[src/rtl/pc_fetch_pkg.sv]
// Shared types and constants for the PC / fetch-request unit.
// Holds the fetch FSM state type, default step/alignment values and standard vectors.
package pc_fetch_pkg;

   typedef enum logic [1:0] {
      StBoot,
      StIdle,
      StReq
   } fetch_state_e;

   localparam int unsigned INC_DEFAULT        = 4;
   localparam int unsigned ALIGN_BITS_DEFAULT = 2;

   localparam logic [31:0] RV_RESET_VECTOR = 32'h0000_0000;
   localparam logic [31:0] RV_TRAP_VECTOR  = 32'h0000_0100;

endpackage

[src/rtl/pc_fetch_if.sv]
// Instruction-memory request/acknowledge handshake between fetch unit and memory.
// The fetch unit is the master; the memory is the slave.
interface pc_fetch_if #(
   parameter int unsigned XLEN = 32
);

   logic            req;
   logic [XLEN-1:0] addr;
   logic            ack;
   logic [XLEN-1:0] rdata;

   modport master (
      output req,
      output addr,
      input  ack,
      input  rdata
   );

   modport slave (
      input  req,
      input  addr,
      output ack,
      output rdata
   );

endinterface

[src/rtl/pc_redirect_sel.sv]
// Redirect arbitration: trap > branch > pending redirect, with target alignment.
// misalign_o only reflects current-cycle redirects; the pending target is stored pre-aligned.
module pc_redirect_sel
   import pc_fetch_pkg::*;
#(
   parameter int unsigned XLEN       = 32,
   parameter int unsigned ALIGN_BITS = ALIGN_BITS_DEFAULT
) (
   input  logic            trap_valid_i,
   input  logic [XLEN-1:0] trap_target_i,
   input  logic            br_valid_i,
   input  logic [XLEN-1:0] br_target_i,
   input  logic            pend_valid_i,
   input  logic [XLEN-1:0] pend_target_i,
   output logic            cur_valid_o,
   output logic            redir_valid_o,
   output logic [XLEN-1:0] target_o,
   output logic            misalign_o
);

   localparam logic [XLEN-1:0] AlignMask = ~((XLEN'(1) << ALIGN_BITS) - XLEN'(1));

   logic [XLEN-1:0] raw_target;

   always_comb begin
      raw_target = pend_target_i;
      if (trap_valid_i) begin
         raw_target = trap_target_i;
      end else if (br_valid_i) begin
         raw_target = br_target_i;
      end
   end

   assign cur_valid_o   = trap_valid_i | br_valid_i;
   assign redir_valid_o = cur_valid_o | pend_valid_i;
   assign target_o      = raw_target & AlignMask;
   assign misalign_o    = cur_valid_o & (|(raw_target & ~AlignMask));

endmodule

[src/rtl/pc_fetch_unit.sv]
// Program counter and fetch-request generator with redirect kill and stall-held bundle.
// Redirects arriving while a request is outstanding are parked until the ack retires it.
module pc_fetch_unit
   import pc_fetch_pkg::*;
#(
   parameter int unsigned     XLEN         = 32,
   parameter logic [XLEN-1:0] RESET_VECTOR = XLEN'(RV_RESET_VECTOR),
   parameter int unsigned     INC          = INC_DEFAULT,
   parameter int unsigned     ALIGN_BITS   = ALIGN_BITS_DEFAULT
) (
   input  logic              clk,
   input  logic              reset,
   input  logic              stall_i,
   input  logic              br_valid_i,
   input  logic [XLEN-1:0]   br_target_i,
   input  logic              trap_valid_i,
   input  logic [XLEN-1:0]   trap_target_i,
   pc_fetch_if.master        imem,
   output logic              fetch_valid_o,
   output logic [XLEN-1:0]   fetch_pc_o,
   output logic [XLEN-1:0]   fetch_instr_o,
   output logic              misalign_o
);

   fetch_state_e    state_q;
   logic [XLEN-1:0] pc_q;
   logic            pend_valid_q;
   logic [XLEN-1:0] pend_target_q;

   logic            cur_valid;
   logic            redir_valid;
   logic [XLEN-1:0] sel_target;
   logic            sel_misalign;

   pc_redirect_sel #(
      .XLEN       (XLEN),
      .ALIGN_BITS (ALIGN_BITS)
   ) u_redirect_sel (
      .trap_valid_i  (trap_valid_i),
      .trap_target_i (trap_target_i),
      .br_valid_i    (br_valid_i),
      .br_target_i   (br_target_i),
      .pend_valid_i  (pend_valid_q),
      .pend_target_i (pend_target_q),
      .cur_valid_o   (cur_valid),
      .redir_valid_o (redir_valid),
      .target_o      (sel_target),
      .misalign_o    (sel_misalign)
   );

   assign imem.req  = (state_q == StReq);
   assign imem.addr = pc_q;

   always_ff @(posedge clk) begin
      if (reset) begin
         state_q       <= StBoot;
         pc_q          <= RESET_VECTOR;
         pend_valid_q  <= 1'b0;
         pend_target_q <= '0;
         fetch_valid_o <= 1'b0;
         fetch_pc_o    <= '0;
         fetch_instr_o <= '0;
         misalign_o    <= 1'b0;
      end else begin
         misalign_o <= sel_misalign;
         unique case (state_q)
            StBoot, StIdle: begin
               if (cur_valid) begin
                  pc_q          <= sel_target;
                  fetch_valid_o <= 1'b0;
               end else if (!stall_i) begin
                  fetch_valid_o <= 1'b0;
               end
               state_q <= stall_i ? StIdle : StReq;
            end
            StReq: begin
               if (imem.ack) begin
                  if (redir_valid) begin
                     // Wrong-path instruction: drop it and restart at the target.
                     pc_q          <= sel_target;
                     pend_valid_q  <= 1'b0;
                     fetch_valid_o <= 1'b0;
                  end else begin
                     fetch_valid_o <= 1'b1;
                     fetch_pc_o    <= pc_q;
                     fetch_instr_o <= imem.rdata;
                     pc_q          <= pc_q + XLEN'(INC);
                  end
                  state_q <= stall_i ? StIdle : StReq;
               end else if (cur_valid) begin
                  pend_valid_q  <= 1'b1;
                  pend_target_q <= sel_target;
                  fetch_valid_o <= 1'b0;
               end else if (!stall_i) begin
                  fetch_valid_o <= 1'b0;
               end
            end
            default: state_q <= StBoot;
         endcase
      end
   end

endmodule

[src/flat_wrapper.sv]
// flat-port wrapper written by rule: the top's interface ports become plain ports
module pc_fetch_unit_flat import pc_fetch_pkg::*;
#(
   parameter int unsigned     XLEN         = 32,
   parameter logic [XLEN-1:0] RESET_VECTOR = XLEN'(RV_RESET_VECTOR),
   parameter int unsigned     INC          = INC_DEFAULT,
   parameter int unsigned     ALIGN_BITS   = ALIGN_BITS_DEFAULT
)
  (clk, reset, stall_i, br_valid_i, br_target_i, trap_valid_i, trap_target_i, fetch_valid_o, fetch_pc_o, fetch_instr_o, misalign_o, imem_req, imem_addr, imem_ack, imem_rdata);
  pc_fetch_if #(.XLEN(XLEN)) imem_i ();
  input  logic clk;
  input  logic reset;
  input  logic stall_i;
  input  logic br_valid_i;
  input  logic [XLEN-1:0] br_target_i;
  input  logic trap_valid_i;
  input  logic [XLEN-1:0] trap_target_i;
  output logic fetch_valid_o;
  output logic [XLEN-1:0] fetch_pc_o;
  output logic [XLEN-1:0] fetch_instr_o;
  output logic misalign_o;
  output wire logic [$bits(imem_i.req)-1:0] imem_req;
  output wire logic [$bits(imem_i.addr)-1:0] imem_addr;
  input wire logic [$bits(imem_i.ack)-1:0] imem_ack;
  input wire logic [$bits(imem_i.rdata)-1:0] imem_rdata;
  assign imem_req = imem_i.req;
  assign imem_addr = imem_i.addr;
  assign imem_i.ack = imem_ack;
  assign imem_i.rdata = imem_rdata;
  pc_fetch_unit #(.XLEN(XLEN), .RESET_VECTOR(RESET_VECTOR), .INC(INC), .ALIGN_BITS(ALIGN_BITS)) u_core (.clk(clk), .reset(reset), .stall_i(stall_i), .br_valid_i(br_valid_i), .br_target_i(br_target_i), .trap_valid_i(trap_valid_i), .trap_target_i(trap_target_i), .imem(imem_i), .fetch_valid_o(fetch_valid_o), .fetch_pc_o(fetch_pc_o), .fetch_instr_o(fetch_instr_o), .misalign_o(misalign_o));
endmodule
[config.mk]
export PLATFORM = sky130hd
export DESIGN_NAME = pc_fetch_unit_flat
export DESIGN_NICKNAME = d
export VERILOG_FILES = /design/src/rtl/pc_fetch_pkg.sv /design/src/rtl/pc_fetch_if.sv /design/src/rtl/pc_redirect_sel.sv /design/src/rtl/pc_fetch_unit.sv /design/src/flat_wrapper.sv
export SDC_FILE = /design/constraint.sdc
export NUM_CORES = 1
export LEC_CHECK = 0
export CAP_MARGIN = 20
export CORE_UTILIZATION = 40
export CTS_BUF_LIST = sky130_fd_sc_hd__clkbuf_4 sky130_fd_sc_hd__clkbuf_8 sky130_fd_sc_hd__clkbuf_16
export DETAILED_ROUTE_END_ITERATION = 10
export HOLD_SLACK_MARGIN = 0.12
export PLACE_DENSITY = 0.72
export SLEW_MARGIN = 20
export SYNTH_ARGS = -nofsm -noshare
export SYNTH_HDL_FRONTEND = slang
export SYNTH_SLANG_ARGS = --single-unit
[constraint.sdc]
create_clock -name clk -period 2.2 [get_ports clk]
set_input_delay 0.22 -clock clk [delete_from_list [all_inputs] [get_ports clk]]
set_output_delay 0.22 -clock clk [all_outputs]
set_load 0.005 [all_outputs]
==> metrics.txt <==
Die Area=between 15000 and 20000 um^2; drt total wl=around 18 mm; Reg-to-Reg Start=u_core.state_q[1]; Slew @ Worst Pin=~710 ps; Min-Delay Endpoint=u_core.fetch_instr_o[7]; hold depth=3; share of cells above drive strength 1=between 10% and 20%; Avg WL per Cell=between 15 and 20 um; clock slew at reported path FFs=~50 ps; final hold violations=0; mapped cell area=5910 um^2; CP Max Fanout=9; PortBufs=196; Hold Startpoint=imem_rdata[7]; area grow syn2layout=50.0%; Avg Inst Size Synth=7.74 um^2; largest net degree at the start of global routing=between 40 and 50; minimum clock period=between 2000 and 2500 ps; Max Cap Viol=0; sw frac=a little under a quarter; Peak Freq=approximately 480 MHz; RSZ-0062 raised after global routing=false; Worst slew margin=52.6%; DR top layer=met4; clock sinks=between 100 and 150; Reg2Reg Setup Slack=roughly 190 ps; status=finished, final reports clean; n_diodes=0; # rows=44; CP Launch Type=flip-flop; core footprint=14500 um^2; drt first-iter violations=between 500 and 600; Num CTS Buffers=17; finished layout cell area=just under 9000 um^2; Main synth FF type=dfxtp_1; Net Switching=about 1.4 mW; vias=a little over 6000; # IOs=approximately 200; CTS tree=built; Netlist cell types=54; Pwr Density=686 nW/um^2; Max IR drop VDD=approximately 540 uV; Fin Hold WS=between 300 and 400 ps; Crit Path Category=flip-flop to output port; Reg2Reg Depth=6; Pre-antenna DRT Iters=6; Leak=3.31 nW; Post-synth EDFFs=0; cell chain of the critical path=nor2b_2, buf_4, clkdlybuf4s50_1; sequential-to-total area share from yosys stat=43.0%; Max stage delay on crit path=around 520 ps; sequential fraction of design power=~40%; CTS Root Cell=clkbuf_16; wire length on met2=about 8.2 mm; arrival time at the worst endpoint=1880 ps; ANT nets after route=0; drt drc=0; final worst-path cycle share=roughly 95%; RePlAce Congestion=approximately 0.91; DRT met1 WL=approximately 8 mm; Final Net Count=approximately 1100; cell-internal power=approximately 4.6 mW; number of global-route vias before repair=roughly 5400; Async SR Flop Fraction=0%; routed vias/inst=roughly 5.2; HPWL after DPL=roughly 13 mm; setup violators final=0; global-route wire length before repair=27.2 mm; CTS H-tree depth=4; Bufs and invs on worst path=2; Worst setup EP type=output port; Met3 Wirelength=around 1.3 mm; DIE HEIGHT=approximately 120 um; total gr overflow=0; slowest CP cell=clkdlybuf4s50_1; Yosys reg bits=about 130; CP delay by family, top=buffers and inverters; Syn Inst Count=roughly 760; Worst Skew=8.41 ps; Clock Tree Buf Depth=2; total of warnings raised by yosys=0; Critical Path RT=1980 ps; Die W=between 100 and 150 um; Util after Layout=about three fifths; RR Endpoint=u_core.imem.addr[25]; Logic pwr share=~14%; GRT Resource Usage Total=about a quarter; DP Area=between 8000 and 9000 um^2; worst-skew pair later-pin latency=around 420 ps; initial antenna violation count=0; Max Slew Vio Count=0; Initial Util=40.8%; Clk network pwr share=45.8%; Hold Crit Class=input pin to flip-flop
## timing repair
| item | in CTS | in global routing |
|---|---|---|
| hold buffers | 1 | 0 |
| resized for setup | 0 | 1 |
| hold endpoints to repair | 1 | 0 |
| setup buffers | 0 | 0 |
| endpoints found under the setup margin | 0 | 2 |
## metrics by stage
| stage | power, mW | setup TNS, ps | setup slack (ps) | cells |
|---|---|---|---|---|
| CTS | 6.12 | 0 | 45.4 | 1168 |
| global route | 6.32 | 0 | 2.17 | 1168 |
| detailed placement | 3.33 | -1660 | -125 | 1137 |
| finish | 6.08 | 0 | 99.7 | 1168 |
| floorplan | 2.86 | 0 | 382 | 767 |
| global placement | 3.32 | -1050 | -91.3 | 1137 |
## synthesized netlist by cell type (2+ instances only)
master	n	share of area (%)
mux2_2	12	2.3
and3_1	4	0.42
nor2_1	51	3.2
mux2i_1	38	6.4
buf_4	6	0.76
and4_1	2	0.30
a221oi_1	4	0.59
or4_1	3	0.38
a22oi_1	14	1.8
nor4_4	2	0.72
a31oi_1	2	0.21
dfxtp_1	127	43
a21oi_1	114	9.7
nand4_1	7	0.74
o22ai_1	8	0.85
inv_2	2	0.13
o32ai_1	3	0.44
nand3_1	19	1.6
o21ai_0	32	2.7
a211oi_1	4	0.51
or2_2	2	0.21
o211ai_1	2	0.25
nand2_1	200	13
nor4_1	4	0.42
o21ai_1	3	0.25
o31a_1	2	0.30
o31ai_1	2	0.25
nor3b_1	3	0.38
buf_2	20	1.7
nor3_1	7	0.59
inv_1	10	0.64
clkbuf_1	33	2.1
## sequential cells by signal (all words and copies together) (netlist names)
signal / flops
u_core.misalign_o: 1
u_core.pend_valid_q: 1
u_core.fetch_pc_o: 30
u_core.fetch_instr_o: 32
u_core.pend_target_q: 30
u_core.state_q: 2
u_core.imem.addr: 30
u_core.fetch_valid_o: 1
## cell families after synthesis
| group | count (synthesis) | synth area share, % |
|---|---|---|
| mux | 50 | 8.72 |
| buf+inv | 72 | 5.38 |
| compound gates | 200 | 19.4 |
| simple gates | 313 | 23.2 |
| other cells | 1 | 0.0634 |
| fa+ha+maj | 1 | 0.212 |
| flops | 127 | 43.0 |
## cells in the final DEF, fill, tap and decap left out, types with 2 or more instances in the layout
| cell type | instances |
|---|---|
| o32ai_1 | 3 |
| mux2_2 | 12 |
| clkbuf_8 | 4 |
| clkinv_2 | 3 |
| a22oi_1 | 14 |
| o21ai_0 | 32 |
| nor3b_1 | 3 |
| nor3_1 | 7 |
| o31ai_1 | 2 |
| inv_1 | 10 |
| nand2_1 | 200 |
| mux2i_1 | 38 |
| nor4_4 | 2 |
| a211oi_1 | 4 |
| clkbuf_4 | 3 |
| or2_2 | 2 |
| a31oi_1 | 2 |
| and3_1 | 4 |
| nand4_1 | 7 |
| a221oi_1 | 4 |
| nand3_1 | 19 |
| inv_2 | 2 |
| buf_4 | 47 |
| o22ai_1 | 8 |
| clkbuf_16 | 17 |
| nor2_1 | 49 |
| bufinv_16 | 2 |
| or4_1 | 3 |
| nor2_2 | 2 |
| clkdlybuf4s50_1 | 194 |
| conb_1 | 4 |
| dfxtp_1 | 127 |
| o31a_1 | 2 |
| and4_1 | 2 |
| o211ai_1 | 2 |
| buf_12 | 4 |
| nor4_1 | 4 |
| o21ai_1 | 3 |
| a21oi_1 | 114 |
## power by group through the flow
| stage | logic (mW) | registers (mW) | clock network (mW) |
|---|---|---|---|
| 6_report | 0.852 | 2.44 | 2.78 |
| 4_1_cts | 0.848 | 2.44 | 2.83 |
| 3_5_place_dp | 0.842 | 2.49 | 0 |
| 2_1_floorplan | 0.362 | 2.50 | 0 |
| 5_1_grt | 0.926 | 2.45 | 2.94 |
| 3_3_place_gp | 0.834 | 2.49 | 0 |
## final cells by class
class	instances	area [um^2]
clock buffers	24	503
clock inverters	6	82.6
fillers	1318	5610
inverters	12	45.0
multi-input cells	568	3070
flip-flops and latches	127	2540
well taps	184	230
repair buffers	247	2390
## tightest hold or removal path: stages
cell and delay, ps:
clkdlybuf4s50_1 390, nand2_1 50, a21oi_1 50
## how the worst max path moves through the flow
stage	startpoint	end	slack, ps	depth (start not counted)
floorplan	u_core.imem.addr[9]	u_core.imem.addr[29]	380	6
global placement	trap_valid_i	u_core.imem.addr[21]	-90	6
detailed placement	trap_valid_i	u_core.imem.addr[25]	-120	6
CTS	u_core.state_q[1]	imem_req	50	3
global route	u_core.state_q[1]	imem_req	2	3
finish	u_core.state_q[1]	imem_req	100	3
## metal layers
| metal | GRT usage (%) | vias up |
|---|---|---|
| li1 | - | 3057 |
| met1 | 30.7 | 2783 |
| met2 | 37.2 | 229 |
| met3 | 6.27 | 12 |
| met4 | 6.48 | 0 |
| met5 | 0 | - |
(Power assumes the default switching activity.)
